`config.mk`:
```
export PLATFORM = sky130hd
export DESIGN_NAME = input_char_flat
export DESIGN_NICKNAME = d
export VERILOG_FILES = /design/src/rtl/input_char_pkg.sv /design/src/rtl/input_char_if.sv /design/src/rtl/input_char_sync_fifo.sv /design/src/rtl/input_char.sv /design/src/flat_wrapper.sv
export SDC_FILE = /design/constraint.sdc
export NUM_CORES = 1
export LEC_CHECK = 0
export ABC_AREA = 1
export CORE_MARGIN = 2
export CORE_UTILIZATION = 62
export DETAILED_ROUTE_END_ITERATION = 8
export PLACE_DENSITY = 0.87
export SYNTH_ARGS = -nofsm -noshare
export SYNTH_HDL_FRONTEND = slang
export SYNTH_SLANG_ARGS = --single-unit
```
`constraint.sdc`:
```
create_clock -name clk -period 3.9 [get_ports clk]
set_clock_uncertainty 0.1 [all_clocks]
set_input_delay 0.585 -clock clk [delete_from_list [all_inputs] [get_ports clk]]
set_output_delay 0.585 -clock clk [all_outputs]
set_load 0.03 [all_outputs]
```
`src/rtl/input_char_pkg.sv`:
```
// Shared constants for the console input device and its sibling display device.
package input_char_pkg;

  localparam int ST_AVAIL = 0;
  localparam int ST_FULL  = 1;
  localparam int ST_OVF   = 2;

  localparam logic [7:0] CHAR_CR = 8'h0D;
  localparam logic [7:0] CHAR_LF = 8'h0A;

  // Carriage returns from the host become line feeds so the CPU sees one line terminator.
  function automatic logic [7:0] rx_translate(input logic [7:0] c, input bit cr_to_lf);
    return (cr_to_lf && (c == CHAR_CR)) ? CHAR_LF : c;
  endfunction

endpackage

```
`src/rtl/input_char_if.sv`:
```
// Bus and host-link signals of the console input device.
interface input_char_if;

  wire  [7:0] main_bus;
  logic [7:0] bus_drv;
  logic       bus_oe;
  logic       out_val;
  logic       out_status;
  logic [7:0] rx_data;
  logic       rx_valid;
  logic       rx_ready;
  logic       data_avail;

  // The device only supplies drive value and enable; the tri-state resolves here on the shared bus.
  assign main_bus = bus_oe ? bus_drv : 8'bz;

  modport master (
    inout  main_bus,
    input  bus_oe,
    output out_val,
    output out_status,
    output rx_data,
    output rx_valid,
    input  rx_ready,
    input  data_avail
  );

  modport slave (
    output bus_drv,
    output bus_oe,
    input  out_val,
    input  out_status,
    input  rx_data,
    input  rx_valid,
    output rx_ready,
    output data_avail
  );

endinterface

```
`src/rtl/input_char_sync_fifo.sv`:
```
// Synchronous FIFO with combinational head data; DEPTH must be a power of two.
module sync_fifo #(
  parameter int DEPTH = 8,
  parameter int WIDTH = 8
) (
  input  logic                   clk,
  input  logic                   rst_n,
  input  logic                   push,
  input  logic                   pop,
  input  logic [WIDTH-1:0]       wr_data,
  output logic [WIDTH-1:0]       rd_data,
  output logic                   full,
  output logic                   empty,
  output logic [$clog2(DEPTH):0] count
);

  localparam int AW = $clog2(DEPTH);
  localparam logic [AW:0] FULL_COUNT = (AW + 1)'(DEPTH);

  logic [WIDTH-1:0] mem [DEPTH];
  logic [AW-1:0]    wr_ptr;
  logic [AW-1:0]    rd_ptr;
  logic             do_push;
  logic             do_pop;

  assign empty   = (count == '0);
  assign full    = (count == FULL_COUNT);
  assign do_pop  = pop && !empty;
  // A pop in the same cycle frees a slot, so a push into a full FIFO still lands.
  assign do_push = push && (!full || do_pop);
  assign rd_data = mem[rd_ptr];

  always_ff @(posedge clk) begin
    if (!rst_n) begin
      wr_ptr <= '0;
      rd_ptr <= '0;
      count  <= '0;
    end else begin
      if (do_push) wr_ptr <= wr_ptr + 1'b1;
      if (do_pop)  rd_ptr <= rd_ptr + 1'b1;
      case ({do_push, do_pop})
        2'b10:   count <= count + 1'b1;
        2'b01:   count <= count - 1'b1;
        default: count <= count;
      endcase
    end
  end

  always_ff @(posedge clk) begin
    if (rst_n && do_push) mem[wr_ptr] <= wr_data;
  end

endmodule

```
`src/rtl/input_char.sv`:
```
// Console input device: buffers host bytes and lets the CPU read data or status onto main_bus.
module input_char
  import input_char_pkg::*;
#(
  parameter int         DEPTH      = 8,
  parameter bit         CR_TO_LF   = 1'b1,
  parameter logic [7:0] EMPTY_CHAR = 8'h00
) (
  input  logic         clk,
  input  logic         rst_n,
  input_char_if.slave  bus
);

  logic [7:0]               head;
  logic                     full;
  logic                     empty;
  logic [$clog2(DEPTH):0]   count;
  logic                     push;
  logic                     ovf;
  logic                     ovf_set;
  logic [7:0]               status;

  assign bus.rx_ready   = !full || bus.out_val;
  assign bus.data_avail = (count != '0);
  assign push           = bus.rx_valid && bus.rx_ready;

  sync_fifo #(
    .DEPTH(DEPTH),
    .WIDTH(8)
  ) u_fifo (
    .clk     (clk),
    .rst_n   (rst_n),
    .push    (push),
    .pop     (bus.out_val),
    .wr_data (rx_translate(bus.rx_data, CR_TO_LF)),
    .rd_data (head),
    .full    (full),
    .empty   (empty),
    .count   (count)
  );

  // Overflow is diagnostic only: the host pushed while full and no pop could make room.
  assign ovf_set = bus.rx_valid && full && !bus.out_val;

  always_ff @(posedge clk) begin
    if (!rst_n)              ovf <= 1'b0;
    else if (ovf_set)        ovf <= 1'b1;
    else if (bus.out_status) ovf <= 1'b0;
  end

  always_comb begin
    status           = '0;
    status[ST_AVAIL] = bus.data_avail;
    status[ST_FULL]  = full;
    status[ST_OVF]   = ovf;
  end

  // Data read wins the bus if both strobes are (illegally) raised together.
  always_comb begin
    bus.bus_drv = EMPTY_CHAR;
    bus.bus_oe  = 1'b0;
    if (bus.out_val) begin
      bus.bus_oe  = 1'b1;
      bus.bus_drv = empty ? EMPTY_CHAR : head;
    end else if (bus.out_status) begin
      bus.bus_oe  = 1'b1;
      bus.bus_drv = status;
    end
  end

endmodule

```
`src/flat_wrapper.sv`:
```
// flat-port wrapper written by rule: the top's interface ports become plain ports
module input_char_flat import input_char_pkg::*;
#(
  parameter int         DEPTH      = 8,
  parameter bit         CR_TO_LF   = 1'b1,
  parameter logic [7:0] EMPTY_CHAR = 8'h00
)
  (clk, rst_n, bus_bus_drv, bus_bus_oe, bus_out_val, bus_out_status, bus_rx_data, bus_rx_valid, bus_rx_ready, bus_data_avail);
  input_char_if bus_i ();
  input  logic clk;
  input  logic rst_n;
  output wire logic [$bits(bus_i.bus_drv)-1:0] bus_bus_drv;
  output wire logic [$bits(bus_i.bus_oe)-1:0] bus_bus_oe;
  input wire logic [$bits(bus_i.out_val)-1:0] bus_out_val;
  input wire logic [$bits(bus_i.out_status)-1:0] bus_out_status;
  input wire logic [$bits(bus_i.rx_data)-1:0] bus_rx_data;
  input wire logic [$bits(bus_i.rx_valid)-1:0] bus_rx_valid;
  output wire logic [$bits(bus_i.rx_ready)-1:0] bus_rx_ready;
  output wire logic [$bits(bus_i.data_avail)-1:0] bus_data_avail;
  assign bus_bus_drv = bus_i.bus_drv;
  assign bus_bus_oe = bus_i.bus_oe;
  assign bus_i.out_val = bus_out_val;
  assign bus_i.out_status = bus_out_status;
  assign bus_i.rx_data = bus_rx_data;
  assign bus_i.rx_valid = bus_rx_valid;
  assign bus_rx_ready = bus_i.rx_ready;
  assign bus_data_avail = bus_i.data_avail;
  input_char #(.DEPTH(DEPTH), .CR_TO_LF(CR_TO_LF), .EMPTY_CHAR(EMPTY_CHAR)) u_core (.clk(clk), .rst_n(rst_n), .bus(bus_i));
endmodule
```
**After elaboration in Yosys (flattened, before gate mapping)**

Memories as Yosys holds them, arrays and structs flattened. A register that Yosys moved wholly into a read port is not among the register bits.
Cells that the tools add are included.
Widths: inputs -> output; s select.

- Bits in registers: 11
- RAM bits: 64
- Input bits: 13
- Output and inout bits: 11
- Word-level logic and storage cells: 41
- Memories: 1

- Add/subtract/negate cells: 4
- Equal/unequal tests: 4
- Mux-type cells: 13
- Reductions and logical operators: 15

Memories:

| name | depth | width | read ports | clocked after memory_dff | write ports | line | text |
|---|---|---|---|---|---|---|---|
| u_core.u_fifo.mem | 8 | 8 | 1 | 1 | 1 | input_char_sync_fifo.sv:20 | `logic [WIDTH-1:0] mem [DEPTH];` |

Operators by type and width:

| kind | count |
|---|---|
| $mux 8 | 3 |
| $mux 3 | 3 |
| $eq 8x4->1 const B | 1 |
| $pmux 4 s2 | 1 |
| $add 3x1->3 const B | 2 |
| $logic_and 1x1->1 | 6 |
| $mux 1 | 6 |
| $add 4x1->4 const B | 1 |
| $eq 4x4->1 const B | 1 |
| $logic_not 4->1 | 1 |
| $reduce_bool 2->1 | 2 |
| $reduce_bool 4->1 | 1 |
| $sub 4x1->4 const B | 1 |
| $logic_not 1->1 | 3 |
| $eq 2x1->1 const B | 1 |
| $eq 2x2->1 const B | 1 |
| $logic_or 1x1->1 | 2 |

**Depth between registers and ports, before layout**

- Depth after elaboration: 8
- Depth in mapped cells: 15
- Gate-level depth less buffers: 14

**Hierarchy**

A second synthesis with hierarchy kept.

- Cells, all modules: 310
- Area total of the unflattened synthesis: 3432.0 µm²

By module, submodules not included:

| module | instances | cells each | area an instance (µm²) | seq. area each (µm²) |
|---|---|---|---|---|
| sync_fifo | 1 | 259 | 3203.1 | 2182.1 |
| input_char | 1 | 51 | 229.0 | 20.0 |

**Least setup slack after synthesis**

OpenSTA, ideal clock, no wires.

- Kind: in2reg
- From: input port bus_out_val
- To: register u_core.u_fifo.count[2]
- Library setup time: 0.115 ns
- Data arrival time: 2.056 ns
- Data required time: 3.685 ns
- Slack: 1.628 ns
- Stages on the path: 12
- Path buffers: 0
- Path through: inv_1 > nand4_2 > nand2_2 > ha_1 > nand2_1 > inv_1 > nor2_1 > ha_1 > a21oi_1 > xnor2_1 > o21ai_0 > inv_1

- Word-level cells in the longest chain between the ends: 5
- Elaborated cells between the ends (all ways): 9
- Those cells by class: 2 x eq/ne; 1 x mux; 6 x reduce/logical

Ends and longest elaborated chain:

| item | line | text |
|---|---|---|
| start, declared | flat_wrapper.sv:14 | `input wire logic [$bits(bus_i.out_val)-1:0] bus_out_val;` |
| $logic_or 1x1->1 * | input_char.sv:23 | `assign bus.rx_ready = !full \|\| bus.out_val;` |
| via bus_rx_ready | flat_wrapper.sv:18 | `output wire logic [$bits(bus_i.rx_ready)-1:0] bus_rx_ready;` |
| $logic_and 1x1->1 * | input_char.sv:25 | `assign push = bus.rx_valid && bus.rx_ready;` |
| $logic_and 1x1->1 * | input_char_sync_fifo.sv:30 | `assign do_push = push && (!full \|\| do_pop);` |
| $eq 2x1->1 or $eq 2x2->1 (tied branches) | input_char_sync_fifo.sv:41 | `case ({do_push, do_pop})` |
| $pmux 4 s2 or $reduce_bool 2->1 (tied branches) | n/a |  |
| end signal, assigned | input_char_sync_fifo.sv:42 | `2'b10: count <= count + 1'b1;` |
| end signal, assigned | input_char_sync_fifo.sv:43 | `2'b01: count <= count - 1'b1;` |
| end signal, assigned | input_char_sync_fifo.sv:44 | `default: count <= count;` |
| end, declared | input_char_sync_fifo.sv:14 | `output logic [$clog2(DEPTH):0] count` |

The timed path passes the listed nets; every way through them passes the cells marked *.
A chain may end at the register's enable or synchronous reset.

==> metrics.txt <==
die width=77.5 µm; antenna-violating nets left=0; antenna cell count=0; clock root buffer=clkbuf_8; r2r endpoint=u_core.u_fifo.count[2]; fin. max-slew vios=0; Clock H-tree levels=3; GRT overflow=0; post-synth top area share=0.574; top cell type by total area after synthesis=edfxtp_1; power density cells=633 nW/µm²; setup violators final=0; Yosys warning count=0; pin count of the biggest net entering global routing=33; Seq/Total Area, Yosys=0.658; Hold Crit Depth=2; slowest stage delay, CP=0.71 ns; Worst slew margin=0.434; PortBufs=23; crit path time final=3.34 ns; outcome=complete, no violations; FF+latch count, synth=78; Area Overhead vs Synth=14.7%; cts hold-fix bufs=0; async set-reset flop share out of synthesis=0; Detailed Routing Iterations Pass 1=5; CP Capture Type=primary output; most common cell after layout, fill and taps aside=edfxtp_1; Synth cell types=26; fin area=3840 µm²; routed via count divided by cell count=5.68; standard-cell rows=26; drt total wl=6670 µm; Syn Area/Cell=10.6 µm²; die height=77.5 µm; Worst-path clk slew=0.08 ns; Initial Util=0.647; CP required=3.21 ns; # Max-Cap Violations=0; Post-DP HPWL=4260 µm; Final nets=356; die area=6000 µm²; Clock Path Buffers=2; period utilisation layout=0.857; Crit path max-delay family=buffers and inverters; clock tree from TritonCTS=built; Synth Cell Area=3350 µm²; All-Layer GR Usage=0.231; final worst slack=0.559 ns; Most common cell on crit path=nor2_1; initial DRC count=299; Worst path slowest cell=dfxtp_1; Post-synth EDFFs=64; pre-CTS WS=0.800 ns; post-CTS setup repair buffer count=0; WP buf/inv=2; io pins=24; PostCTS Resize Cnt=0; worst min path class=flip-flop to flip-flop; Hold Vio Cnt, Final=0; fraction of layout cells with a size suffix above 1=0.0787; most frequent cells in the layout=edfxtp_1 (64), nor2_1 (63), nand2_1 (36); Top FF cell, synth=edfxtp_1; clock sink total=78; unrepaired setup endpoints after global routing=false; core box area=5170 µm²; top fanout value on the critical path=32; CP arrival=2.66 ns; Layout Cells excl Fill=413; via count=2347; Inst Count DP=397; Sequential Area=2200 µm²; first-pass GRT wire length=10500 µm; placed cell area=3600 µm²; crit path to=bus_bus_drv[7]; cell depth of the worst flop-to-flop path=13; GPL Wtd Cong=0.821; WP depth=6; Clock Latency Late Sink=0.33 ns; Slew @ Worst Pin=0.846 ns; fill count=325; footprint of the multi-input gates=938 µm²; final hold slack=0.372 ns; WS Path Type=flip-flop to primary output; post-DR wirelength/cell=16.1 µm; peak supply drop=0.000394 V; initial antenna violation count=0; total power draw=2.43 mW; worst-path cell chain=inv_2 -> o21ai_0 -> o22ai_1 -> nor2_1 -> nor2_1 -> clkdlybuf4s50_1; reg2reg start=u_core.u_fifo.count[2]; Residual DRC=0; Pleak=1.44 nW; ranking of synthesized cells by area=edfxtp_1 (57%), dfxtp_1 (8.4%), nor2_1 (7.1%); worst reg-to-reg setup slack=1.45 ns; TritonCTS buffer count=9; crit path launch type=flip-flop; Syn Nets=333; Mapped Cells=315; FMAX=0.299 GHz; vias in the first global route=2261; Final Core Density=0.742; Setup TNS=0 ns
-- where the power goes --
| group | total (mW) | switching, mW | internal, mW | leakage, nW |
|---|---|---|---|---|
| clock | 0.710 | 0.286 | 0.424 | 0.112 |
| sequential | 1.02 | 0.0726 | 0.952 | 0.693 |
| combinational | 0.693 | 0.441 | 0.252 | 0.630 |
-- kinds of logic after synthesis --
kind of cell	share of synthesized area
and+or+nand+nor	0.158
DFF	0.658
AOI/OAI and AO/OA	0.0983
buffers and inverters	0.0617
adders and majority gates	0.0187
xor gates and xnor gates	0.00523
-- state kept, by name (all words and copies together) (netlist names), named ones only --
| signal | count |
|---|---|
| u_core.u_fifo.count | 4 |
| u_core.u_fifo.wr_ptr | 3 |
| u_core.ovf | 1 |
| u_core.u_fifo.mem | 64 |
| u_core.u_fifo.rd_ptr | 3 |
-- worst register-to-register path, stage by stage, from the launching register on --
cell and delay (ns):
dfxtp_1 0.38, inv_1 0.12, nand3_2 0.11, nand2_1 0.10
inv_1 0.37, ha_1 0.31, nand2_1 0.07, inv_1 0.07
nor2_1 0.05, ha_1 0.18, a21oi_1 0.17, xnor2_1 0.10
o21ai_0 0.16, inv_1 0.06
-- cell usage after synthesis, types with 4 or more instances --
library cell  instances
a21oi_1               9
buf_6                 4
clkbuf_1              7
dfxtp_1              14
edfxtp_1             64
ha_1                  5
inv_1                25
nand2_1              36
nand3_1              17
nor2_1               63
nor3_1                5
o211ai_1              9
o21ai_0              23
o21ai_1              14
o22ai_1               5
-- metal layers --
metal  global-route usage  share of wire  routed length (µm)
met1                0.284           0.40                2700
met2                0.386           0.50                3340
met3               0.0453          0.073                 484
met4                0.129          0.022                 145
met5                    0              0                   0
-- final cells by class --
class | instances | share of cell area
clock buffer | 10 | 0.0332
tap | 70 | 0.0228
timing repair buffer | 29 | 0.0717
inverter | 26 | 0.0254
clock inverter | 6 | 0.0287
multi-input combinational | 194 | 0.244
sequential | 78 | 0.574
-- worst min-delay path by stage --
| stage | start | to | slack [ns] |
|---|---|---|---|
| 3_5_place_dp | u_core.ovf | u_core.ovf | 0.36 |
| 6_report | u_core.ovf | u_core.ovf | 0.37 |
| 2_1_floorplan | u_core.ovf | u_core.ovf | 0.34 |
| 4_1_cts | u_core.ovf | u_core.ovf | 0.37 |
| 5_1_grt | u_core.ovf | u_core.ovf | 0.40 |
| 3_3_place_gp | u_core.ovf | u_core.ovf | 0.35 |
No activity file was read; power rests on OpenSTA's default activity.
